File: src/rtl/cpu_pkg.sv
// Shared core definitions: ALUOp encodings, opcodes, and the main-decoder
// control bundle that travels down the pipeline.
package cpu_pkg;

    localparam logic [1:0] ALUOP_ADD = 2'b00;
    localparam logic [1:0] ALUOP_BR  = 2'b01;
    localparam logic [1:0] ALUOP_R   = 2'b10;
    localparam logic [1:0] ALUOP_I   = 2'b11;

    localparam logic [6:0] OPC_R      = 7'b0110011;
    localparam logic [6:0] OPC_I      = 7'b0010011;
    localparam logic [6:0] OPC_LOAD   = 7'b0000011;
    localparam logic [6:0] OPC_STORE  = 7'b0100011;
    localparam logic [6:0] OPC_BRANCH = 7'b1100011;

    localparam int CTRL_W = 8;

    typedef struct packed {
        logic       reg_write;
        logic       mem_to_reg;
        logic       mem_read;
        logic       mem_write;
        logic       alu_src;
        logic       store;
        logic [1:0] alu_op;
    } ctrl_t;

    localparam ctrl_t CTRL_BUBBLE = '0;

    // Main-decoder control bundle for an opcode; unknown opcodes decode to a bubble.
    function automatic ctrl_t decode_ctrl(input logic [6:0] opcode);
        ctrl_t c;
        c = CTRL_BUBBLE;
        case (opcode)
            OPC_R:      begin c.reg_write = 1'b1; c.alu_op = ALUOP_R; end
            OPC_I:      begin c.reg_write = 1'b1; c.alu_src = 1'b1; c.alu_op = ALUOP_I; end
            OPC_LOAD:   begin
                c.reg_write = 1'b1; c.mem_to_reg = 1'b1; c.mem_read = 1'b1;
                c.alu_src = 1'b1; c.alu_op = ALUOP_ADD;
            end
            OPC_STORE:  begin c.mem_write = 1'b1; c.alu_src = 1'b1; c.store = 1'b1; c.alu_op = ALUOP_ADD; end
            OPC_BRANCH: c.alu_op = ALUOP_BR;
            default:    c = CTRL_BUBBLE;
        endcase
        return c;
    endfunction

endpackage

File: src/rtl/id_ex_stage_reg_if.sv
// ID->EX bundle: ID-side inputs (*_i) and registered EX-side view (*_o).
interface id_ex_if #(
    parameter int DATA_W = 32,
    parameter int REG_AW = 5,
    parameter int CNT_W  = 16
);
    logic              valid_i, RegWrite_i, MemToReg_i, MemRead_i, MemWrite_i, ALUSrc_i, store_or_not_i;
    logic [1:0]        ALUOp_i;
    logic [DATA_W-1:0] RS1data_i, RS2data_i, Imm_i;
    logic [9:0]        funct_i;
    logic [REG_AW-1:0] RS1addr_i, RS2addr_i, RDaddr_i;
    logic              flush_i, freeze_i;

    logic              valid_o, RegWrite_o, MemToReg_o, MemRead_o, MemWrite_o, ALUSrc_o, store_or_not_o;
    logic [1:0]        ALUOp_o;
    logic [DATA_W-1:0] RS1data_o, RS2data_o, Imm_o;
    logic [9:0]        funct_o;
    logic [REG_AW-1:0] RS1addr_o, RS2addr_o, RDaddr_o;
    logic              stall_o;
    logic [CNT_W-1:0]  bubble_cnt_o;

    modport master (
        output valid_i, RegWrite_i, MemToReg_i, MemRead_i, MemWrite_i, ALUSrc_i, store_or_not_i,
               ALUOp_i, RS1data_i, RS2data_i, Imm_i, funct_i, RS1addr_i, RS2addr_i, RDaddr_i,
               flush_i, freeze_i,
        input  valid_o, RegWrite_o, MemToReg_o, MemRead_o, MemWrite_o, ALUSrc_o, store_or_not_o,
               ALUOp_o, RS1data_o, RS2data_o, Imm_o, funct_o, RS1addr_o, RS2addr_o, RDaddr_o,
               stall_o, bubble_cnt_o
    );

    modport slave (
        input  valid_i, RegWrite_i, MemToReg_i, MemRead_i, MemWrite_i, ALUSrc_i, store_or_not_i,
               ALUOp_i, RS1data_i, RS2data_i, Imm_i, funct_i, RS1addr_i, RS2addr_i, RDaddr_i,
               flush_i, freeze_i,
        output valid_o, RegWrite_o, MemToReg_o, MemRead_o, MemWrite_o, ALUSrc_o, store_or_not_o,
               ALUOp_o, RS1data_o, RS2data_o, Imm_o, funct_o, RS1addr_o, RS2addr_o, RDaddr_o,
               stall_o, bubble_cnt_o
    );
endinterface

File: src/rtl/id_ex_stage_reg_load_use_detect.sv
// Load-use hazard: the load now in EX targets a register the ID instruction reads.
module load_use_detect
    import cpu_pkg::*;
#(
    parameter int REG_AW = 5
) (
    input  logic              id_valid_i,
    input  logic              id_alu_src_i,
    input  logic              id_store_i,
    input  logic [1:0]        id_alu_op_i,
    input  logic [REG_AW-1:0] id_rs1_i,
    input  logic [REG_AW-1:0] id_rs2_i,
    input  logic              ex_valid_i,
    input  logic              ex_mem_read_i,
    input  logic [REG_AW-1:0] ex_rd_i,
    output logic              hazard_o
);
    logic use_rs2;

    // An I-type reuses the rs2 field for immediate bits, so only real rs2 readers count.
    assign use_rs2  = ~id_alu_src_i | id_store_i | (id_alu_op_i == ALUOP_BR);
    assign hazard_o = id_valid_i & ex_valid_i & ex_mem_read_i & (ex_rd_i != '0) &
                      ((ex_rd_i == id_rs1_i) | (use_rs2 & (ex_rd_i == id_rs2_i)));
endmodule

File: src/rtl/id_ex_stage_reg.sv
// ID/EX pipeline register with load-use bubble insertion, flush, freeze and a
// saturating bubble counter.
module id_ex_stage_reg
    import cpu_pkg::*;
#(
    parameter int DATA_W = 32,
    parameter int REG_AW = 5,
    parameter int CNT_W  = 16
) (
    input logic   clk_i,
    input logic   rst_i,
    id_ex_if.slave bus
);
    ctrl_t             in_ctrl, ctrl_d, ctrl_q;
    logic              valid_d, valid_q;
    logic [DATA_W-1:0] rs1data_d, rs1data_q, rs2data_d, rs2data_q, imm_d, imm_q;
    logic [9:0]        funct_d, funct_q;
    logic [REG_AW-1:0] rs1addr_d, rs1addr_q, rs2addr_d, rs2addr_q, rdaddr_d, rdaddr_q;
    logic [CNT_W-1:0]  cnt_d, cnt_q;
    logic              hazard, stall;

    assign in_ctrl = '{reg_write: bus.RegWrite_i, mem_to_reg: bus.MemToReg_i, mem_read: bus.MemRead_i,
                       mem_write: bus.MemWrite_i, alu_src: bus.ALUSrc_i, store: bus.store_or_not_i,
                       alu_op: bus.ALUOp_i};

    load_use_detect #(.REG_AW(REG_AW)) u_detect (
        .id_valid_i   (bus.valid_i),
        .id_alu_src_i (bus.ALUSrc_i),
        .id_store_i   (bus.store_or_not_i),
        .id_alu_op_i  (bus.ALUOp_i),
        .id_rs1_i     (bus.RS1addr_i),
        .id_rs2_i     (bus.RS2addr_i),
        .ex_valid_i   (valid_q),
        .ex_mem_read_i(ctrl_q.mem_read),
        .ex_rd_i      (rdaddr_q),
        .hazard_o     (hazard)
    );

    assign stall = hazard & ~bus.flush_i & ~bus.freeze_i;

    always_comb begin
        ctrl_d    = ctrl_q;
        valid_d   = valid_q;
        rs1data_d = rs1data_q;
        rs2data_d = rs2data_q;
        imm_d     = imm_q;
        funct_d   = funct_q;
        rs1addr_d = rs1addr_q;
        rs2addr_d = rs2addr_q;
        rdaddr_d  = rdaddr_q;
        cnt_d     = cnt_q;
        if (bus.freeze_i) begin
            // hold everything
        end else if (bus.flush_i || stall) begin
            ctrl_d    = CTRL_BUBBLE;
            valid_d   = 1'b0;
            rs1data_d = '0;
            rs2data_d = '0;
            imm_d     = '0;
            funct_d   = '0;
            rs1addr_d = '0;
            rs2addr_d = '0;
            rdaddr_d  = '0;
            if (stall && cnt_q != '1) cnt_d = cnt_q + 1'b1;
        end else begin
            ctrl_d    = bus.valid_i ? in_ctrl : CTRL_BUBBLE;
            valid_d   = bus.valid_i;
            rs1data_d = bus.RS1data_i;
            rs2data_d = bus.RS2data_i;
            imm_d     = bus.Imm_i;
            funct_d   = bus.funct_i;
            rs1addr_d = bus.RS1addr_i;
            rs2addr_d = bus.RS2addr_i;
            rdaddr_d  = bus.RDaddr_i;
        end
    end

    always_ff @(posedge clk_i) begin
        if (!rst_i) begin
            ctrl_q    <= CTRL_BUBBLE;
            valid_q   <= 1'b0;
            rs1data_q <= '0;
            rs2data_q <= '0;
            imm_q     <= '0;
            funct_q   <= '0;
            rs1addr_q <= '0;
            rs2addr_q <= '0;
            rdaddr_q  <= '0;
            cnt_q     <= '0;
        end else begin
            ctrl_q    <= ctrl_d;
            valid_q   <= valid_d;
            rs1data_q <= rs1data_d;
            rs2data_q <= rs2data_d;
            imm_q     <= imm_d;
            funct_q   <= funct_d;
            rs1addr_q <= rs1addr_d;
            rs2addr_q <= rs2addr_d;
            rdaddr_q  <= rdaddr_d;
            cnt_q     <= cnt_d;
        end
    end

    assign bus.valid_o        = valid_q;
    assign bus.RegWrite_o     = ctrl_q.reg_write;
    assign bus.MemToReg_o     = ctrl_q.mem_to_reg;
    assign bus.MemRead_o      = ctrl_q.mem_read;
    assign bus.MemWrite_o     = ctrl_q.mem_write;
    assign bus.ALUSrc_o       = ctrl_q.alu_src;
    assign bus.store_or_not_o = ctrl_q.store;
    assign bus.ALUOp_o        = ctrl_q.alu_op;
    assign bus.RS1data_o      = rs1data_q;
    assign bus.RS2data_o      = rs2data_q;
    assign bus.Imm_o          = imm_q;
    assign bus.funct_o        = funct_q;
    assign bus.RS1addr_o      = rs1addr_q;
    assign bus.RS2addr_o      = rs2addr_q;
    assign bus.RDaddr_o       = rdaddr_q;
    assign bus.stall_o        = stall;
    assign bus.bubble_cnt_o   = cnt_q;
endmodule

File: src/flat_wrapper.sv
// flat-port wrapper written by rule: the top's interface ports become plain ports
module id_ex_stage_reg_flat import cpu_pkg::*;
#(
    parameter int DATA_W = 32,
    parameter int REG_AW = 5,
    parameter int CNT_W  = 16
)
  (clk_i, rst_i, bus_valid_i, bus_RegWrite_i, bus_MemToReg_i, bus_MemRead_i, bus_MemWrite_i, bus_ALUSrc_i, bus_store_or_not_i, bus_ALUOp_i, bus_RS1data_i, bus_RS2data_i, bus_Imm_i, bus_funct_i, bus_RS1addr_i, bus_RS2addr_i, bus_RDaddr_i, bus_flush_i, bus_freeze_i, bus_valid_o, bus_RegWrite_o, bus_MemToReg_o, bus_MemRead_o, bus_MemWrite_o, bus_ALUSrc_o, bus_store_or_not_o, bus_ALUOp_o, bus_RS1data_o, bus_RS2data_o, bus_Imm_o, bus_funct_o, bus_RS1addr_o, bus_RS2addr_o, bus_RDaddr_o, bus_stall_o, bus_bubble_cnt_o);
  id_ex_if #(.DATA_W(DATA_W), .REG_AW(REG_AW), .CNT_W(CNT_W)) bus_i ();
  input logic clk_i;
  input logic rst_i;
  input wire logic [$bits(bus_i.valid_i)-1:0] bus_valid_i;
  input wire logic [$bits(bus_i.RegWrite_i)-1:0] bus_RegWrite_i;
  input wire logic [$bits(bus_i.MemToReg_i)-1:0] bus_MemToReg_i;
  input wire logic [$bits(bus_i.MemRead_i)-1:0] bus_MemRead_i;
  input wire logic [$bits(bus_i.MemWrite_i)-1:0] bus_MemWrite_i;
  input wire logic [$bits(bus_i.ALUSrc_i)-1:0] bus_ALUSrc_i;
  input wire logic [$bits(bus_i.store_or_not_i)-1:0] bus_store_or_not_i;
  input wire logic [$bits(bus_i.ALUOp_i)-1:0] bus_ALUOp_i;
  input wire logic [$bits(bus_i.RS1data_i)-1:0] bus_RS1data_i;
  input wire logic [$bits(bus_i.RS2data_i)-1:0] bus_RS2data_i;
  input wire logic [$bits(bus_i.Imm_i)-1:0] bus_Imm_i;
  input wire logic [$bits(bus_i.funct_i)-1:0] bus_funct_i;
  input wire logic [$bits(bus_i.RS1addr_i)-1:0] bus_RS1addr_i;
  input wire logic [$bits(bus_i.RS2addr_i)-1:0] bus_RS2addr_i;
  input wire logic [$bits(bus_i.RDaddr_i)-1:0] bus_RDaddr_i;
  input wire logic [$bits(bus_i.flush_i)-1:0] bus_flush_i;
  input wire logic [$bits(bus_i.freeze_i)-1:0] bus_freeze_i;
  output wire logic [$bits(bus_i.valid_o)-1:0] bus_valid_o;
  output wire logic [$bits(bus_i.RegWrite_o)-1:0] bus_RegWrite_o;
  output wire logic [$bits(bus_i.MemToReg_o)-1:0] bus_MemToReg_o;
  output wire logic [$bits(bus_i.MemRead_o)-1:0] bus_MemRead_o;
  output wire logic [$bits(bus_i.MemWrite_o)-1:0] bus_MemWrite_o;
  output wire logic [$bits(bus_i.ALUSrc_o)-1:0] bus_ALUSrc_o;
  output wire logic [$bits(bus_i.store_or_not_o)-1:0] bus_store_or_not_o;
  output wire logic [$bits(bus_i.ALUOp_o)-1:0] bus_ALUOp_o;
  output wire logic [$bits(bus_i.RS1data_o)-1:0] bus_RS1data_o;
  output wire logic [$bits(bus_i.RS2data_o)-1:0] bus_RS2data_o;
  output wire logic [$bits(bus_i.Imm_o)-1:0] bus_Imm_o;
  output wire logic [$bits(bus_i.funct_o)-1:0] bus_funct_o;
  output wire logic [$bits(bus_i.RS1addr_o)-1:0] bus_RS1addr_o;
  output wire logic [$bits(bus_i.RS2addr_o)-1:0] bus_RS2addr_o;
  output wire logic [$bits(bus_i.RDaddr_o)-1:0] bus_RDaddr_o;
  output wire logic [$bits(bus_i.stall_o)-1:0] bus_stall_o;
  output wire logic [$bits(bus_i.bubble_cnt_o)-1:0] bus_bubble_cnt_o;
  assign bus_i.valid_i = bus_valid_i;
  assign bus_i.RegWrite_i = bus_RegWrite_i;
  assign bus_i.MemToReg_i = bus_MemToReg_i;
  assign bus_i.MemRead_i = bus_MemRead_i;
  assign bus_i.MemWrite_i = bus_MemWrite_i;
  assign bus_i.ALUSrc_i = bus_ALUSrc_i;
  assign bus_i.store_or_not_i = bus_store_or_not_i;
  assign bus_i.ALUOp_i = bus_ALUOp_i;
  assign bus_i.RS1data_i = bus_RS1data_i;
  assign bus_i.RS2data_i = bus_RS2data_i;
  assign bus_i.Imm_i = bus_Imm_i;
  assign bus_i.funct_i = bus_funct_i;
  assign bus_i.RS1addr_i = bus_RS1addr_i;
  assign bus_i.RS2addr_i = bus_RS2addr_i;
  assign bus_i.RDaddr_i = bus_RDaddr_i;
  assign bus_i.flush_i = bus_flush_i;
  assign bus_i.freeze_i = bus_freeze_i;
  assign bus_valid_o = bus_i.valid_o;
  assign bus_RegWrite_o = bus_i.RegWrite_o;
  assign bus_MemToReg_o = bus_i.MemToReg_o;
  assign bus_MemRead_o = bus_i.MemRead_o;
  assign bus_MemWrite_o = bus_i.MemWrite_o;
  assign bus_ALUSrc_o = bus_i.ALUSrc_o;
  assign bus_store_or_not_o = bus_i.store_or_not_o;
  assign bus_ALUOp_o = bus_i.ALUOp_o;
  assign bus_RS1data_o = bus_i.RS1data_o;
  assign bus_RS2data_o = bus_i.RS2data_o;
  assign bus_Imm_o = bus_i.Imm_o;
  assign bus_funct_o = bus_i.funct_o;
  assign bus_RS1addr_o = bus_i.RS1addr_o;
  assign bus_RS2addr_o = bus_i.RS2addr_o;
  assign bus_RDaddr_o = bus_i.RDaddr_o;
  assign bus_stall_o = bus_i.stall_o;
  assign bus_bubble_cnt_o = bus_i.bubble_cnt_o;
  id_ex_stage_reg #(.DATA_W(DATA_W), .REG_AW(REG_AW), .CNT_W(CNT_W)) u_core (.clk_i(clk_i), .rst_i(rst_i), .bus(bus_i));
endmodule
File: config.mk
export PLATFORM = sky130hd
export DESIGN_NAME = id_ex_stage_reg_flat
export DESIGN_NICKNAME = d
export VERILOG_FILES = /design/src/rtl/cpu_pkg.sv /design/src/rtl/id_ex_stage_reg_if.sv /design/src/rtl/id_ex_stage_reg_load_use_detect.sv /design/src/rtl/id_ex_stage_reg.sv /design/src/flat_wrapper.sv
export SDC_FILE = /design/constraint.sdc
export NUM_CORES = 1
export LEC_CHECK = 0
export ABC_CLOCK_PERIOD_IN_PS = 5450
export CORE_MARGIN = 1
export CORE_UTILIZATION = 35
export CTS_CLUSTER_SIZE = 12
export DETAILED_ROUTE_END_ITERATION = 6
export PLACE_DENSITY = 0.85
export SYNTH_ARGS = -nofsm -noshare
export SYNTH_HDL_FRONTEND = slang
export SYNTH_SLANG_ARGS = --single-unit
File: constraint.sdc
create_clock -name clk_i -period 5.45 [get_ports clk_i]
set_input_delay 0.545 -clock clk_i [delete_from_list [all_inputs] [get_ports clk_i]]
set_output_delay 0.545 -clock clk_i [all_outputs]
set_load 0.02 [all_outputs]
==> flow_metrics.py, run 1 <==
metrics = {
    "clocking": {
        "cts_hold_buf": 0,
        "clkTransAtPathRegs_ns": 0.05,
        "cts-htree-levels": 4,
        "clk_latency_ns": 0.41,
        "clock-sinks": 146,
        "root_buffer": "clkbuf_16",
        "cts_buffers": 17,
        "cts_setup_buffers": 0,
        "cts_tree": "done",
        "cts_resized": 0,
        "clockBufferDepth": 2,
    },
    "logic_synthesis": {
        "synth_area_leaders": "dfxtp_1 59%, a22o_1 21%, buf_6 2.5%, xnor2_1 1.8%, a32o_1 1.6%",
        "async_flop_share": 0,
        "synthesis.area_mm2": 0.00498,
        "syn_avg_cell_area_um2": 11.9,
        "synth_cell_types": 35,
        "yosysSeqAreaShare": 0.587,
        "synth_seq_cells": 146,
        "synth_cells": 417,
        "syn_nets": 552,
        "synth_top_area_frac": 0.587,
        "synth-main-ff-cell": "dfxtp_1",
        "synth_warnings": 0,
        "synth.largest_area_cell": "dfxtp_1",
        "synth_edf_count": 0,
    },
    "status": {
        "status": "finished, final reports clean",
    },
    "critical_path": {
        "arrival_ns": 2.52,
        "critPathKind": "in -> out",
        "rrSetupSlack_ns": 2.48,
        "reg2reg_depth": 5,
        "cp-start-kind": "input pin",
        "timing.rr.end": "u_core.bus.RS1data_o[20]",
        "crit_end": "bus_stall_o",
        "r2r_start": "u_core.bus.RDaddr_o[1]",
        "cp_max_fo": 10,
        "end_kind": "output pin",
        "required_ns": 4.91,
        "startpoint": "bus_valid_i",
    },
    "sta": {
        "finalSetupViolCount": 0,
        "worst_slack_ns": 2.39,
        "tightest_slew_ns": 1.10,
        "setup_tns_ns": 0,
        "max_clock_freq_mhz": 327,
        "hold_violations": 0,
        "whs_ns": 0.474,
        "min_period_over_period": 0.562,
        "maxSlewHeadroom": 0.268,
        "fin_skew_ns": 0.00936,
        "rsz0062_at_grt": "false",
        "period_minus_slack_ns": 3.06,
        "drv_slew": 0,
    },
    "place": {
        "dpl.cell_count": 844,
        "io_buffers": 280,
        "dpl_worst_slack_ns": 2.23,
        "dpl.hpwl_um": 10600,
        "gp_congestion": 0.796,
    },
    "global_route": {
        "grt_pass1_vias": 4530,
        "track_usage": 0.203,
        "grt_max_degree": 92,
        "grt_pass1_wl_um": 22800,
        "antenna_found_initial": 0,
        "gr-total-overflow": 0,
    },
    "drt": {
        "viasPerCell": 5.14,
        "routed-via-count": 4495,
        "drtIter0Drc": 284,
        "wl_per_cell_um": 17.3,
        "wirelength_um": 15200,
        "drc": 0,
        "drt_pass1_iterations": 4,
        "drtAntennaViolNets": 0,
    },
    "die": {
        "initial_utilization": 0.358,
        "die_x_um": 121,
        "fp.coreArea_mm2": 0.0139,
        "die_y_um": 121,
        "die_area_mm2": 0.0147,
        "num_rows": 43,
        "ios": 281,
    },
    "finish": {
        "drive_above_1_share": 0.0518,
        "instances_no_fill": 875,
        "layout_common_cells": "280 x clkdlybuf4s50_1, 146 x dfxtp_1, 122 x a22o_1",
        "diodes": 0,
        "final_common_cell": "clkdlybuf4s50_1",
        "fin_nets": 818,
        "area_growth_pct": 69.2,
        "seq_area_mm2": 0.00292,
        "fillers": 1094,
        "multi_input_area_mm2": 0.00183,
    },
    "job": {
        "drv_cap": 0,
    },
    "power": {
        "leakage_nw": 3.08,
        "power-per-cell-area_mw_per_mm2": 311,
        "ir_worst_vdd_mv": 0.225,
    },
    "worst_hold_path": {
        "hold_path.class": "reg -> reg",
    },
}
==> sequential cells by signal (all words and copies together) (netlist names), 5 cells and up <==
| name | flops |
|---|---|
| u_core.bus.bubble_cnt_o | 16 |
| u_core.bus.RS1data_o | 32 |
| u_core.bus.RS2addr_o | 5 |
| u_core.bus.RS1addr_o | 5 |
| u_core.bus.funct_o | 10 |
| u_core.bus.RDaddr_o | 5 |
| u_core.bus.RS2data_o | 32 |
| u_core.bus.Imm_o | 32 |
==> per-stage QoR <==
stage | area [µm²] | utilization | power (W)
final | 8420 | 0.606 | 0.00262
after CTS | 8420 | 0.606 | 0.00265
after detailed placement | 7820 | 0.563 | 0.00145
after floorplan | 4980 | - | 0.00127
after global routing | 8420 | 0.606 | 0.00271
after global placement | 7820 | 0.563 | 0.00145
==> per-layer routing <==
layer	vias up	global-route usage	routed length, µm
met2	205	0.346	7490
li1	2142	-	-
met5	-	0	0
met3	27	0.0667	1150
met4	0	0.0949	354
met1	2121	0.228	6170
==> layout make-up <==
class	count	area share
multi-input combinational	234	0.218
timing repair buffer	282	0.336
tap	180	0.0268
clock buffer	19	0.0526
inverter	2	0.000892
sequential	146	0.347
clock inverter	12	0.0187
==> Yosys cell counts (all sizes together), types with 2 or more instances <==
cell type and n:
a21oi 11, a22o 122, a32o 8, and2 3, and3 2, and4 2, buf 18, clkbuf 17
dfxtp 146, mux2i 6, nand2 13, nand2b 6, nand3 8, nand4 6, nor2 3, nor3 2
nor4 3, o21ai 4, o31ai 7, or3 3, or4 9, xnor2 10
==> worst min path at each step <==
stage | cells after the start | start | slack [ns] | endpoint
after floorplan | 2 | u_core.bus.bubble_cnt_o[1] | 0.56 | u_core.bus.bubble_cnt_o[1]
after global placement | 1 | u_core.bus.ALUSrc_o | 0.45 | u_core.bus.ALUSrc_o
after detailed placement | 1 | u_core.bus.RS2data_o[5] | 0.46 | u_core.bus.RS2data_o[5]
after CTS | 1 | u_core.bus.RS2data_o[10] | 0.48 | u_core.bus.RS2data_o[10]
after global routing | 1 | u_core.bus.RS1addr_o[2] | 0.49 | u_core.bus.RS1addr_o[2]
final | 1 | u_core.bus.funct_o[0] | 0.47 | u_core.bus.funct_o[0]
==> cells by family (layout without fill, tap and decap cells) <==
kind of cell,count (synthesis),count (layout),share of synthesized area
and+or+nand+nor,62,62,0.0717
buffers and inverters,37,315,0.0465
adders and majority gates,1,1,0.00251
muxes,6,6,0.0121
DFF,146,146,0.587
xor gates and xnor gates,10,10,0.0176
AOI/OAI and AO/OA,155,155,0.262
==> worst max-delay path, stage by stage <==
cell and delay (ns):
clkdlybuf4s50_1 0.68, and3_1 0.22, o211a_2 0.28, and2_1 0.16, clkdlybuf4s50_1 0.64
==> where the power goes <==
group / switching [W] / internal [W] / leakage [nW]
registers: 0.0000237 / 0.00110 / 1.19
logic: 0.000126 / 0.000179 / 1.60
clock network: 0.000453 / 0.000732 / 0.286
(Power assumes the default switching activity.)
==> run 2: changes to the inputs <==
--- a/config.mk
+++ b/config.mk
@@ -5,7 +5,7 @@
 export SDC_FILE = /design/constraint.sdc
 export NUM_CORES = 1
 export LEC_CHECK = 0
-export ABC_CLOCK_PERIOD_IN_PS = 5450
+export ABC_CLOCK_PERIOD_IN_PS = 2900
 export CORE_MARGIN = 1
 export CORE_UTILIZATION = 35
 export CTS_CLUSTER_SIZE = 12
==> constraint.sdc (replaced) <==
create_clock -name clk_i -period 2.9 [get_ports clk_i]
set_input_delay 0.29 -clock clk_i [delete_from_list [all_inputs] [get_ports clk_i]]
set_output_delay 0.29 -clock clk_i [all_outputs]
set_load 0.02 [all_outputs]
==> run 2 against run 1 <==
Net effect:
- die area did not move
- global-route usage rose by 0.59 points
- hold slack got worse by 0.0076 ns
- sequential cell count did not move
- critical path type is now reg -> out
- largest cell class unchanged
==> flow_metrics.py, run 2 (synthesis results as in run 1) <==
metrics = {
    "job": {
        "drv_cap": 0,
    },
    "clocking": {
        "cts_resized": 0,
        "cts_hold_buf": 0,
        "clockBufferDepth": 2,
        "cts_tree": "done",
        "clk_latency_ns": 0.42,
        "cts-htree-levels": 4,
        "root_buffer": "clkbuf_16",
        "clock-sinks": 146,
        "cts_buffers": 17,
        "cts_setup_buffers": 0,
        "clkTransAtPathRegs_ns": 0.06,
    },
    "drt": {
        "routed-via-count": 4567,
        "drtIter0Drc": 236,
        "viasPerCell": 5.20,
        "drc": 0,
        "drt_pass1_iterations": 4,
        "drtAntennaViolNets": 0,
        "wirelength_um": 15700,
        "wl_per_cell_um": 17.8,
    },
    "place": {
        "dpl.hpwl_um": 11100,
        "io_buffers": 280,
        "gp_congestion": 0.814,
    },
    "critical_path": {
        "cp-start-kind": "flop",
        "end_kind": "output pin",
        "arrival_ns": 2.43,
        "r2r_start": "u_core.bus.RDaddr_o[1]",
        "crit_chain": "or4_1 > o211a_2 > and2_1 > clkdlybuf4s50_1",
        "critPathKind": "reg -> out",
        "cp_max_fo": 6,
        "timing.rr.end": "u_core.bus.RS2data_o[30]",
        "slowest_delay_ns": 0.56,
        "required_ns": 2.61,
        "slowest_stage": "or4_1",
        "rrSetupSlack_ns": 0.64,
        "reg2reg_depth": 5,
    },
    "die": {
        "die_y_um": 121,
        "num_rows": 43,
        "die_x_um": 121,
        "ios": 281,
        "initial_utilization": 0.358,
        "die_area_mm2": 0.0147,
        "fp.coreArea_mm2": 0.0139,
    },
    "finish": {
        "fin_nets": 822,
        "layout_common_cells": "280 x clkdlybuf4s50_1, 146 x dfxtp_1, 122 x a22o_1",
        "drive_above_1_share": 0.0558,
        "final_common_cell": "clkdlybuf4s50_1",
        "diodes": 0,
        "fillers": 1051,
        "area_growth_pct": 70.9,
    },
    "global_route": {
        "gr-total-overflow": 0,
        "grt_max_degree": 108,
        "antenna_found_initial": 0,
        "grt_pass1_wl_um": 23400,
        "grt_pass1_vias": 4656,
        "track_usage": 0.209,
    },
    "sta": {
        "max_clock_freq_mhz": 368,
        "hold_violations": 0,
        "min_period_over_period": 0.936,
        "period_minus_slack_ns": 2.72,
        "drv_slew": 0,
        "maxSlewHeadroom": 0.517,
        "rsz0062_at_grt": "false",
        "fin_skew_ns": 0.00858,
        "setup_tns_ns": 0,
        "finalSetupViolCount": 0,
        "tightest_slew_ns": 0.725,
    },
    "status": {
        "status": "finished, final reports clean",
    },
    "worst_hold_path": {
        "hold_depth": 1,
        "hold_path.class": "reg -> reg",
        "min_to": "u_core.bus.MemToReg_o",
        "worstHoldStart": "u_core.bus.MemToReg_o",
    },
    "power": {
        "power-per-cell-area_mw_per_mm2": 598,
        "finalPower_w": 0.00508,
        "ir_worst_vdd_mv": 0.329,
        "leakage_nw": 3.13,
    },
}
-- run 2: worst max path at each step --
stage,from,to,slack (ns),cells after the start
5_1_grt,u_core.bus.RDaddr_o[0],bus_stall_o,0.04,5
2_1_floorplan,u_core.bus.bubble_cnt_o[0],u_core.bus.bubble_cnt_o[0],0.94,7
3_5_place_dp,bus_RS2addr_i[2],bus_stall_o,0.36,6
6_report,u_core.bus.RDaddr_o[1],bus_stall_o,0.18,4
4_1_cts,u_core.bus.RDaddr_o[1],bus_stall_o,0.13,4
3_3_place_gp,bus_RS2addr_i[0],bus_stall_o,0.34,6
-- run 2: area by class of cell --
| type | count | area [µm²] | area share |
|---|---|---|---|
| multi-input combinational | 234 | 1830 | 0.215 |
| clock inverter | 10 | 181 | 0.0213 |
| timing repair buffer | 286 | 2870 | 0.338 |
| sequential | 146 | 2920 | 0.344 |
| clock buffer | 21 | 460 | 0.0542 |
| inverter | 2 | 7.51 | 0.000883 |
| tap | 180 | 225 | 0.0265 |
-- run 2: per-layer routing --
metal,global-route usage,vias up,share of wire
met3,0.0616,35,0.076
met4,0.117,0,0.031
met2,0.356,226,0.49
met1,0.231,2157,0.40
met5,0,-,0
li1,-,2149,-
-- run 2: stage by stage --
stage / worst slack, ns / hold WS (ns) / util / std cells / area (µm²)
floorplan: 0.942 / 0.423 / - / 417 / 4980
detailed placement: 0.364 / 0.455 / 0.566 / 848 / 7860
global route: 0.0387 / 0.456 / 0.612 / 879 / 8500
finish: 0.184 / 0.466 / 0.612 / 879 / 8500
CTS: 0.133 / 0.450 / 0.612 / 879 / 8500
global placement: 0.343 / 0.450 / 0.566 / 848 / 7860
-- run 2: worst max-delay path: cells and delay by family (launching register included) --
kind	cells	cell delay, ns
flops	1	0.38
compound gates	1	0.33
simple gates	2	0.74
buf+inv	1	0.56
-- run 2: where the power goes --
part	internal [W]	leakage [nW]	total, W	switching [W]
logic	0.000341	1.62	0.000580	0.000239
clock network	0.00156	0.313	0.00238	0.000816
registers	0.00208	1.19	0.00212	0.0000454
